==> config.mk <==
export PLATFORM = sky130hd
export DESIGN_NAME = systolic_input_skew
export DESIGN_NICKNAME = d
export VERILOG_FILES = /design/src/rtl/tpu_pkg.sv /design/src/rtl/systolic_input_skew_lane.sv /design/src/rtl/systolic_input_skew.sv
export SDC_FILE = /design/constraint.sdc
export NUM_CORES = 1
export LEC_CHECK = 0
export BUFFER_PORTS_ARGS = -buffer_cell sky130_fd_sc_hd__buf_2
export CORE_ASPECT_RATIO = 1.4
export CORE_MARGIN = 2
export CORE_UTILIZATION = 40
export DETAILED_ROUTE_END_ITERATION = 8
export MAX_ROUTING_LAYER = met4
export PLACE_DENSITY = 0.74
export SYNTH_ARGS = -nofsm -noshare
export SYNTH_HDL_FRONTEND = slang
export SYNTH_HIERARCHICAL = 1
export SYNTH_SLANG_ARGS = --single-unit
==> constraint.sdc <==
create_clock -name clk -period 1.76 [get_ports clk]
set_input_delay 0.176 -clock clk [delete_from_list [all_inputs] [get_ports clk]]
set_output_delay 0.176 -clock clk [all_outputs]
set_load 0.01 [all_outputs]
==> src/rtl/tpu_pkg.sv <==
// Shared definitions for the systolic array datapath: default lane width,
// Q8.8 fixed-point format constant and the west-edge skew feeder states.
package tpu_pkg;

  localparam int DATA_WIDTH_DEFAULT = 16;
  localparam int Q8_8_FRAC_BITS     = 8;

  typedef enum logic [1:0] {
    IDLE   = 2'd0,
    STREAM = 2'd1,
    DRAIN  = 2'd2
  } skew_state_e;

endpackage

==> src/rtl/systolic_input_skew_lane.sv <==
// One row of the skew feeder: a DEPTH-stage shift register carrying
// {data, valid, switch}. The last stage drives the PE column 0 input directly.
module skew_lane
  import tpu_pkg::*;
#(
  parameter int DEPTH      = 1,
  parameter int DATA_WIDTH = DATA_WIDTH_DEFAULT
) (
  input  logic                         clk,
  input  logic                         rst,
  input  logic signed [DATA_WIDTH-1:0] in_data,
  input  logic                         in_valid,
  input  logic                         in_switch,
  output logic signed [DATA_WIDTH-1:0] out_data,
  output logic                         out_valid,
  output logic                         out_switch
);

  logic signed [DATA_WIDTH-1:0] data_p [DEPTH];
  logic                         vld_p  [DEPTH];
  logic                         sw_p   [DEPTH];

  // Shift the lane one stage per cycle; reset wipes any partial wavefront.
  always_ff @(posedge clk or posedge rst) begin
    if (rst) begin
      for (int s = 0; s < DEPTH; s++) begin
        data_p[s] <= '0;
        vld_p[s]  <= 1'b0;
        sw_p[s]   <= 1'b0;
      end
    end else begin
      data_p[0] <= in_data;
      vld_p[0]  <= in_valid;
      sw_p[0]   <= in_switch;
      for (int s = 1; s < DEPTH; s++) begin
        data_p[s] <= data_p[s-1];
        vld_p[s]  <= vld_p[s-1];
        sw_p[s]   <= sw_p[s-1];
      end
    end
  end

  assign out_data   = data_p[DEPTH-1];
  assign out_valid  = vld_p[DEPTH-1];
  assign out_switch = sw_p[DEPTH-1];

endmodule

==> src/rtl/systolic_input_skew.sv <==
// West-edge feeder: accepts one row vector per cycle and delays lane i by i
// extra cycles, producing the diagonal wavefront for PE column 0. Between
// tiles the feeder stalls ROWS-1 cycles so skewed lanes never overlap.
module systolic_input_skew
  import tpu_pkg::*;
#(
  parameter int ROWS       = 2,
  parameter int DATA_WIDTH = DATA_WIDTH_DEFAULT
) (
  input  logic                       clk,
  input  logic                       rst,
  input  logic                       in_valid,
  output logic                       in_ready,
  input  logic [ROWS*DATA_WIDTH-1:0] in_data,
  input  logic                       in_switch,
  input  logic                       in_last,
  output logic [ROWS*DATA_WIDTH-1:0] out_input,
  output logic [ROWS-1:0]            out_valid,
  output logic [ROWS-1:0]            out_switch,
  output logic                       busy,
  output logic [15:0]                vec_count
);

  skew_state_e state;
  logic [4:0]  drain_cnt;
  logic        ready_q;
  logic        busy_q;
  logic        accept;
  logic        switch_in;

  assign accept    = in_valid && ready_q;
  // Only the first vector of a tile may carry the weight-switch marker.
  assign switch_in = accept && (state == IDLE) && in_switch;
  assign in_ready  = ready_q;
  assign busy      = busy_q;

  // Tile sequencing: ready and busy are registered alongside the state.
  always_ff @(posedge clk or posedge rst) begin
    if (rst) begin
      state     <= IDLE;
      drain_cnt <= '0;
      ready_q   <= 1'b1;
      busy_q    <= 1'b0;
      vec_count <= '0;
    end else begin
      unique case (state)
        IDLE, STREAM: begin
          if (accept) begin
            if (!in_last) begin
              state     <= STREAM;
              busy_q    <= 1'b1;
              vec_count <= vec_count + 16'd1;
            end else if (ROWS == 1) begin
              // A single lane has nothing to drain.
              state     <= IDLE;
              busy_q    <= 1'b0;
              vec_count <= '0;
            end else begin
              state     <= DRAIN;
              busy_q    <= 1'b1;
              ready_q   <= 1'b0;
              drain_cnt <= '0;
              vec_count <= vec_count + 16'd1;
            end
          end
        end
        DRAIN: begin
          if (drain_cnt == 5'(ROWS - 2)) begin
            state     <= IDLE;
            busy_q    <= 1'b0;
            ready_q   <= 1'b1;
            vec_count <= '0;
          end else begin
            drain_cnt <= drain_cnt + 5'd1;
          end
        end
        default: begin
          state   <= IDLE;
          busy_q  <= 1'b0;
          ready_q <= 1'b1;
        end
      endcase
    end
  end

  for (genvar i = 0; i < ROWS; i++) begin : g_lane
    logic signed [DATA_WIDTH-1:0] lane_in;
    logic signed [DATA_WIDTH-1:0] lane_out;

    // Non-accepting cycles inject an all-zero bubble.
    assign lane_in = accept ? in_data[i*DATA_WIDTH +: DATA_WIDTH] : '0;

    skew_lane #(
      .DEPTH      (i + 1),
      .DATA_WIDTH (DATA_WIDTH)
    ) u_lane (
      .clk        (clk),
      .rst        (rst),
      .in_data    (lane_in),
      .in_valid   (accept),
      .in_switch  (switch_in),
      .out_data   (lane_out),
      .out_valid  (out_valid[i]),
      .out_switch (out_switch[i])
    );

    assign out_input[i*DATA_WIDTH +: DATA_WIDTH] = lane_out;
  end

endmodule

==> results.py, run 1 <==
metrics = {
    "floorplan": {
        "ios": 91,
        "core_sq_mm": 0.007315,
        "std_cell_rows": 37,
        "die_y_um": 106.3,
        "initial_core_util": 0.4090,
        "die_width_um": 77.09,
        "die_area_sq_mm": 0.008197,
    },
    "pwr": {
        "ir_worst_vdd_mv": 0.3638,
        "p_leak_uw": 0.002196,
        "power.density_mw_per_mm2": 904.0,
    },
    "global_routing": {
        "antenna_found_initial": 0,
        "grt_max_degree": 37,
        "grt_overflow_total": 0,
        "grtUsageTotal": 0.1566,
        "first_global_vias": 2067,
        "grt_pass1_wl_mm": 9.611,
    },
    "placed_design": {
        "dpl_cell_area_sq_mm": 0.003505,
        "io_buffers": 90,
        "hpwl_mm": 4.355,
        "place_congestion": 0.8102,
    },
    "sta": {
        "report.final.slew_viol_count": 0,
        "whs_ps": 75.85,
        "hold_viol": 0,
        "rsz0062_at_grt": "false",
        "fmaxAchievable_mhz": 598.6,
        "setup_tns_ps": 0,
        "finalCritPeriodShare": 0.9492,
        "fin_crit_ps": 1671,
        "skew_ps": 4.543,
        "slew_headroom": 0.5651,
        "worstMarginPinSlew_ps": 651.7,
        "setup_viol_count_final": 0,
    },
    "detailed_routing": {
        "wire_per_inst_um": 13.81,
        "wl_met2_mm": 3.132,
        "drc_errors": 0,
        "wl_met1_mm": 2.314,
        "first_iter_violations": 54,
        "dr.pass1.iters": 4,
        "ant_nets": 0,
        "num_vias": 2063,
        "wl_met3_um": 297,
        "viasPerCell": 4.798,
        "routed.top_layer": "met4",
        "routed_wl_mm": 5.938,
    },
    "final_layout": {
        "final_cell_mix": "90 x buf_2, 78 x dfrtp_1, 35 x and3_1",
        "antenna_cells": 0,
        "area_growth_pct": 25.51,
        "finalNetCount": 368,
        "fin_area_sq_mm": 0.003755,
        "final_common_cell": "buf_2",
        "post_route_cells_drive_above_1_share": 0.3964,
    },
    "logic_synthesis": {
        "synth_top_area_share": 0.6524,
        "synth_compound_area_frac": 0.03722,
        "synth_top_area_cell": "dfrtp_1",
        "synth_fa_ha_area_frac": 0.01255,
        "synth_top_family_by_area": "simple AND/OR/NAND/NOR gates",
        "ys_seq_area_frac": 0.6612,
        "synth_cell_type_count": 38,
        "synthSimpleGateAreaFrac": 0.1811,
        "synth_area_leaders": "dfrtp_1 65%, and3_1 7.3%, buf_4 4.0%, mux2i_1 2.7%, nand2_1 2.1%",
        "synth_xor_area_frac": 0.01757,
        "syn_avg_cell_area_sq_um": 12.62,
        "netlist_instances": 237,
        "synth-warning-count": 6,
        "syn-cell-area_sq_mm": 0.002992,
        "syn_nets": 277,
        "ys_ff_latch": 79,
        "synthMuxAreaShare": 0.02677,
    },
    "clocking": {
        "htree_num_levels": 3,
        "cts_tree": "yes",
        "clockBufferDepth": 2,
        "clkLatencyLatePin_ps": 350,
        "clk_pin_slew_ps": 80,
        "cts.sinks": 79,
        "cts_root_buf": "clkbuf_8",
        "cts_buffers": 9,
    },
    "worst_setup_path": {
        "critical-path-slowest-cell": "or4b_4",
        "worstSetupEndpointType": "register",
        "crit_fanout": 9,
        "cp.buffers_inverters": 1,
        "crit_arrival_ps": 1900,
        "crit_family": "simple AND/OR/NAND/NOR gates",
        "slowest_delay_ps": 510,
        "path_class": "register to register",
        "startpoint_type": "register",
        "cp_cell_sequence": "inv_2, ha_1, or4b_4, or2_4, nand2_1, mux2i_1",
        "worstPathRequired_ps": 1980,
    },
    "hold_path": {
        "holdCritPathClass": "input port to register",
    },
    "status": {
        "status": "complete, no violations",
    },
    "job": {
        "max_cap_viol_count": 0,
    },
}
-- logic make-up (layout without fill, tap and decap cells) --
| group | count (synthesis) | count (layout) |
|---|---|---|
| multiplexers | 8 | 8 |
| flip-flops | 79 | 79 |
| AND/OR/NAND/NOR | 93 | 93 |
| AO/OA/AOI/OAI | 16 | 16 |
| adder cells (fa/ha/maj) | 3 | 3 |
| XOR/XNOR | 6 | 6 |
| buffers and inverters | 32 | 128 |
-- where the power goes --
group          leakage [uW]  internal (uW)  switching, uW
Sequential          0.00104           1810              0
Combinational       0.00104           34.9           55.9
Clock              0.000120            876            614
-- metrics by stage --
stage	util	instances	total power, uW	setup slack [ps]
CTS	0.5123	429	3439	6.920
finish	0.5133	430	3395	89.40
detailed placement	0.4791	412	1942	-17.11
global route	0.5133	430	3525	25.81
floorplan	-	237	1887	72.47
global placement	0.4791	412	1940	49.82
-- what timing repair did --
action / 4_1_cts / 5_1_grt
buffers inserted: 0 / 2
gates resized for setup: 1 / 2
hold endpoints to repair: 78 / 0
hold buffers: 1 / 0
pin swaps: 0 / 0
endpoints found under the setup margin: 9 / 2
-- state kept, by name, indices dropped and copies added (netlist names) --
signal	count
g_lane.u_lane/out_valid	2
state	2
busy	1
in_ready	1
g_lane.u_lane/out_data	32
g_lane.u_lane/sw_p	1
drain_cnt	5
g_lane.u_lane/vld_p	1
g_lane.u_lane/data_p	16
vec_count	16
g_lane.u_lane/out_switch	2
-- final cells by class --
cell class                 instances  area, sq um
multi-input combinational        126        825.8
fill                             666         3560
tap                               97        121.4
clock inverter                     5        78.83
sequential                        79         1978
clock buffer                      11        151.4
timing repair buffer             107        580.6
inverter                           5        18.77
-- per-layer routing --
layer  vias to the layer above  GRT usage
li1                        976          -
met1                      1017     0.1669
met2                        55     0.2613
met3                        15    0.04669
met4                         0    0.08546
met5                         -          -
-- synthesized netlist by cell type --
| library cell | number |
|---|---|
| nor2_4 | 1 |
| or2_1 | 1 |
| buf_2 | 2 |
| dfstp_2 | 1 |
| a211oi_1 | 1 |
| nor2b_1 | 1 |
| a22o_1 | 3 |
| and3_1 | 35 |
| nand2b_1 | 1 |
| nand4_1 | 6 |
| nor3b_1 | 2 |
| and2_1 | 2 |
| o22ai_1 | 1 |
| a22o_4 | 1 |
| mux2i_1 | 8 |
| nor4_1 | 1 |
| nand4b_1 | 1 |
| or3_1 | 1 |
| ha_1 | 3 |
| nand3b_4 | 1 |
| nand3_2 | 1 |
| nor3_1 | 3 |
| buf_4 | 16 |
| xor2_1 | 4 |
| xnor2_1 | 2 |
| buf_6 | 1 |
| nor2_1 | 8 |
| inv_1 | 5 |
| dfrtp_1 | 78 |
| nand2_1 | 17 |
| clkbuf_1 | 8 |
| o21ai_1 | 3 |
| or4b_4 | 1 |
| o21ai_0 | 2 |
| and3b_1 | 1 |
| nand3_1 | 9 |
| a21oi_1 | 4 |
| o21ai_2 | 1 |
-- worst paths after layout --
kind	start	end	slack (ps)	cells past startpoint
max in group asynchronous	rst	g_lane[0].u_lane/out_data[10]	850	3
worst min-delay path	in_data[22]	g_lane[1].u_lane/data_p[22]	80	2
worst max-delay path	drain_cnt[0]	vec_count[8]	90	6
worst max register to register	drain_cnt[0]	vec_count[8]	90	6
min in group asynchronous	rst	vec_count[13]	460	4
worst min register to register	g_lane[1].u_lane/data_p[25]	g_lane[1].u_lane/out_data[9]	350	0
No activity file was read; power rests on OpenSTA's default activity.
==> inputs of run 2 (changes only) <==
- CORE_UTILIZATION: 40 -> 48
- CTS_BUF_LIST: default -> sky130_fd_sc_hd__clkbuf_4
- PLACE_DENSITY: 0.74 -> 0.85
==> run 2 against run 1 <==
Hold slack better by 47 ps. Combinational power up 70%. Global-route usage rose by 5.7 points. Sequential cell count stayed put. Clock power decreased by 32%. Maximum frequency decreased by 2.3%. Critical path type unchanged. Sequential share of layout area shrank 2.5 points. Sequential power barely moved.
==> results.py, run 2 (synthesis results as in run 1) <==
metrics = {
    "status": {
        "status": "complete, no violations",
    },
    "detailed_routing": {
        "num_vias": 2188,
        "wire_per_inst_um": 15.60,
        "drc_errors": 0,
        "first_iter_violations": 110,
        "ant_nets": 0,
        "dr.pass1.iters": 4,
        "viasPerCell": 5.030,
        "routed_wl_mm": 6.785,
    },
    "pwr": {
        "ir_worst_vdd_mv": 0.3922,
        "p_leak_uw": 0.002269,
        "power.density_mw_per_mm2": 759.2,
    },
    "sta": {
        "fin_crit_ps": 1711,
        "skew_ps": 10.89,
        "report.final.slew_viol_count": 0,
        "fmaxAchievable_mhz": 584.5,
        "hold_viol": 0,
        "rsz0062_at_grt": "false",
        "worstMarginPinSlew_ps": 705.7,
        "setup_viol_count_final": 0,
        "slew_headroom": 0.5290,
        "setup_tns_ps": 0,
        "finalCritPeriodShare": 0.9720,
    },
    "clocking": {
        "clk_pin_slew_ps": 120,
        "clockBufferDepth": 2,
        "cts_tree": "yes",
        "clkLatencyLatePin_ps": 420,
        "htree_num_levels": 3,
        "cts_buffers": 9,
        "cts.sinks": 79,
        "cts_root_buf": "clkbuf_4",
    },
    "global_routing": {
        "grt_pass1_wl_mm": 10.94,
        "grtUsageMet3": 0.05705,
        "use_met2": 0.3508,
        "grtUsageTotal": 0.2136,
        "antenna_found_initial": 0,
        "grt_max_degree": 37,
        "use_met1": 0.2432,
        "grt_overflow_total": 0,
        "grt-busiest-layer": "met2",
        "first_global_vias": 2203,
    },
    "floorplan": {
        "die_area_sq_mm": 0.006889,
        "std_cell_rows": 34,
        "ios": 91,
        "die_y_um": 97.41,
        "initial_core_util": 0.4884,
        "core_sq_mm": 0.006126,
        "die_width_um": 70.72,
    },
    "worst_setup_path": {
        "critPathLaunch": "drain_cnt[0]",
        "path_class": "register to register",
        "r2r_cells": 5,
        "startpoint_type": "register",
        "crit_arrival_ps": 2030,
        "crit_fanout": 6,
        "r2r_start": "drain_cnt[0]",
        "regToRegSetupSlack_ps": 50,
        "crit_end": "drain_cnt[2]",
        "worstPathRequired_ps": 2080,
        "worstSetupEndpointType": "register",
        "r2r-end": "drain_cnt[2]",
    },
    "final_layout": {
        "regArea_sq_mm": 0.001978,
        "antenna_cells": 0,
        "finalNetCount": 398,
        "area_growth_pct": 31.79,
        "nFillCells": 473,
        "final_common_cell": "buf_2",
        "postLayoutCoreUtil": 0.6436,
        "multiInputGateArea_sq_um": 837.1,
        "final_cell_mix": "90 x buf_2, 78 x dfrtp_1, 35 x and3_1, 35 x dlygate4sd3_1, 16 x nand2_1",
        "post_route_cells_drive_above_1_share": 0.3471,
        "largest_reg_flops": 32,
    },
    "placed_design": {
        "place_congestion": 0.8148,
        "io_buffers": 90,
        "hpwl_mm": 4.125,
    },
    "hold_path": {
        "holdCritPathClass": "input port to register",
        "worstHoldStart": "in_valid",
    },
    "job": {
        "max_cap_viol_count": 0,
    },
}
## run 2: changes by cell type in the layout (fill, tap and decap cells not counted), sizes merged, moves of 2 or more
cell,change
clkinv,+3
buf,-5
clkbuf,-2
dlygate4sd3,+34
## run 2: repair_timing
item                                   CTS  global route
cloned                                   0             1
gates resized for setup                  1             4
endpoints found under the hold margin  114             1
setup endpoints to repair                9             8
pin swaps                                0             2
setup buffers                            0             2
hold buffers                            34             1
## run 2: worst max-delay path: stages (launching register included)
cell and delay (ps):
dfrtp_1 400, inv_1 90, ha_1 140, or4b_4 520, a22o_4 270, a22o_1 210
## run 2: layer usage
metal / wire, um / vias to the layer above / share of wire
li1: - / 1038 / -
met1: 2583 / 1054 / 0.38
met2: 3666 / 80 / 0.54
met3: 329 / 16 / 0.048
met4: 206 / 0 / 0.030
met5: 0 / - / 0
## run 2: how the worst min path moves through the flow
stage	cells after the start	to
floorplan	1	g_lane[0].u_lane/out_data[0]
global placement	3	busy
detailed placement	3	state[0]
CTS	2	g_lane[1].u_lane/data_p[31]
global route	3	vec_count[0]
finish	3	vec_count[0]
## run 2: report_power, final
| group | switching, uW | internal (uW) | leakage [uW] |
|---|---|---|---|
| Sequential | 0 | 1810 | 0.00104 |
| Combinational | 69.7 | 84.2 | 0.00116 |
| Clock | 604 | 421 | 0.0000708 |
| Total | 674 | 2320 | 0.00227 |
## run 2: cell type report
cell class / instances / area share
repair buffers: 136 / 0.2250
inverters: 5 / 0.004760
flip-flops and latches: 79 / 0.5017
clock inverters: 7 / 0.01619
well taps: 72 / 0.02285
clock buffers: 9 / 0.01714
multi-input cells: 127 / 0.2123
## run 2: stage by stage
step	instance area (sq um)	total power, uW	instances	hold slack, ps	worst slack, ps
final	3943	2993	435	122.4	49.22
after floorplan	2992	1887	237	114.6	72.47
after detailed placement	3428	1941	381	265.2	-13.63
after global routing	3943	3127	435	97.84	5.531
after CTS	3902	3015	431	3.813	41.74
after global placement	3428	1939	381	263.4	24.44
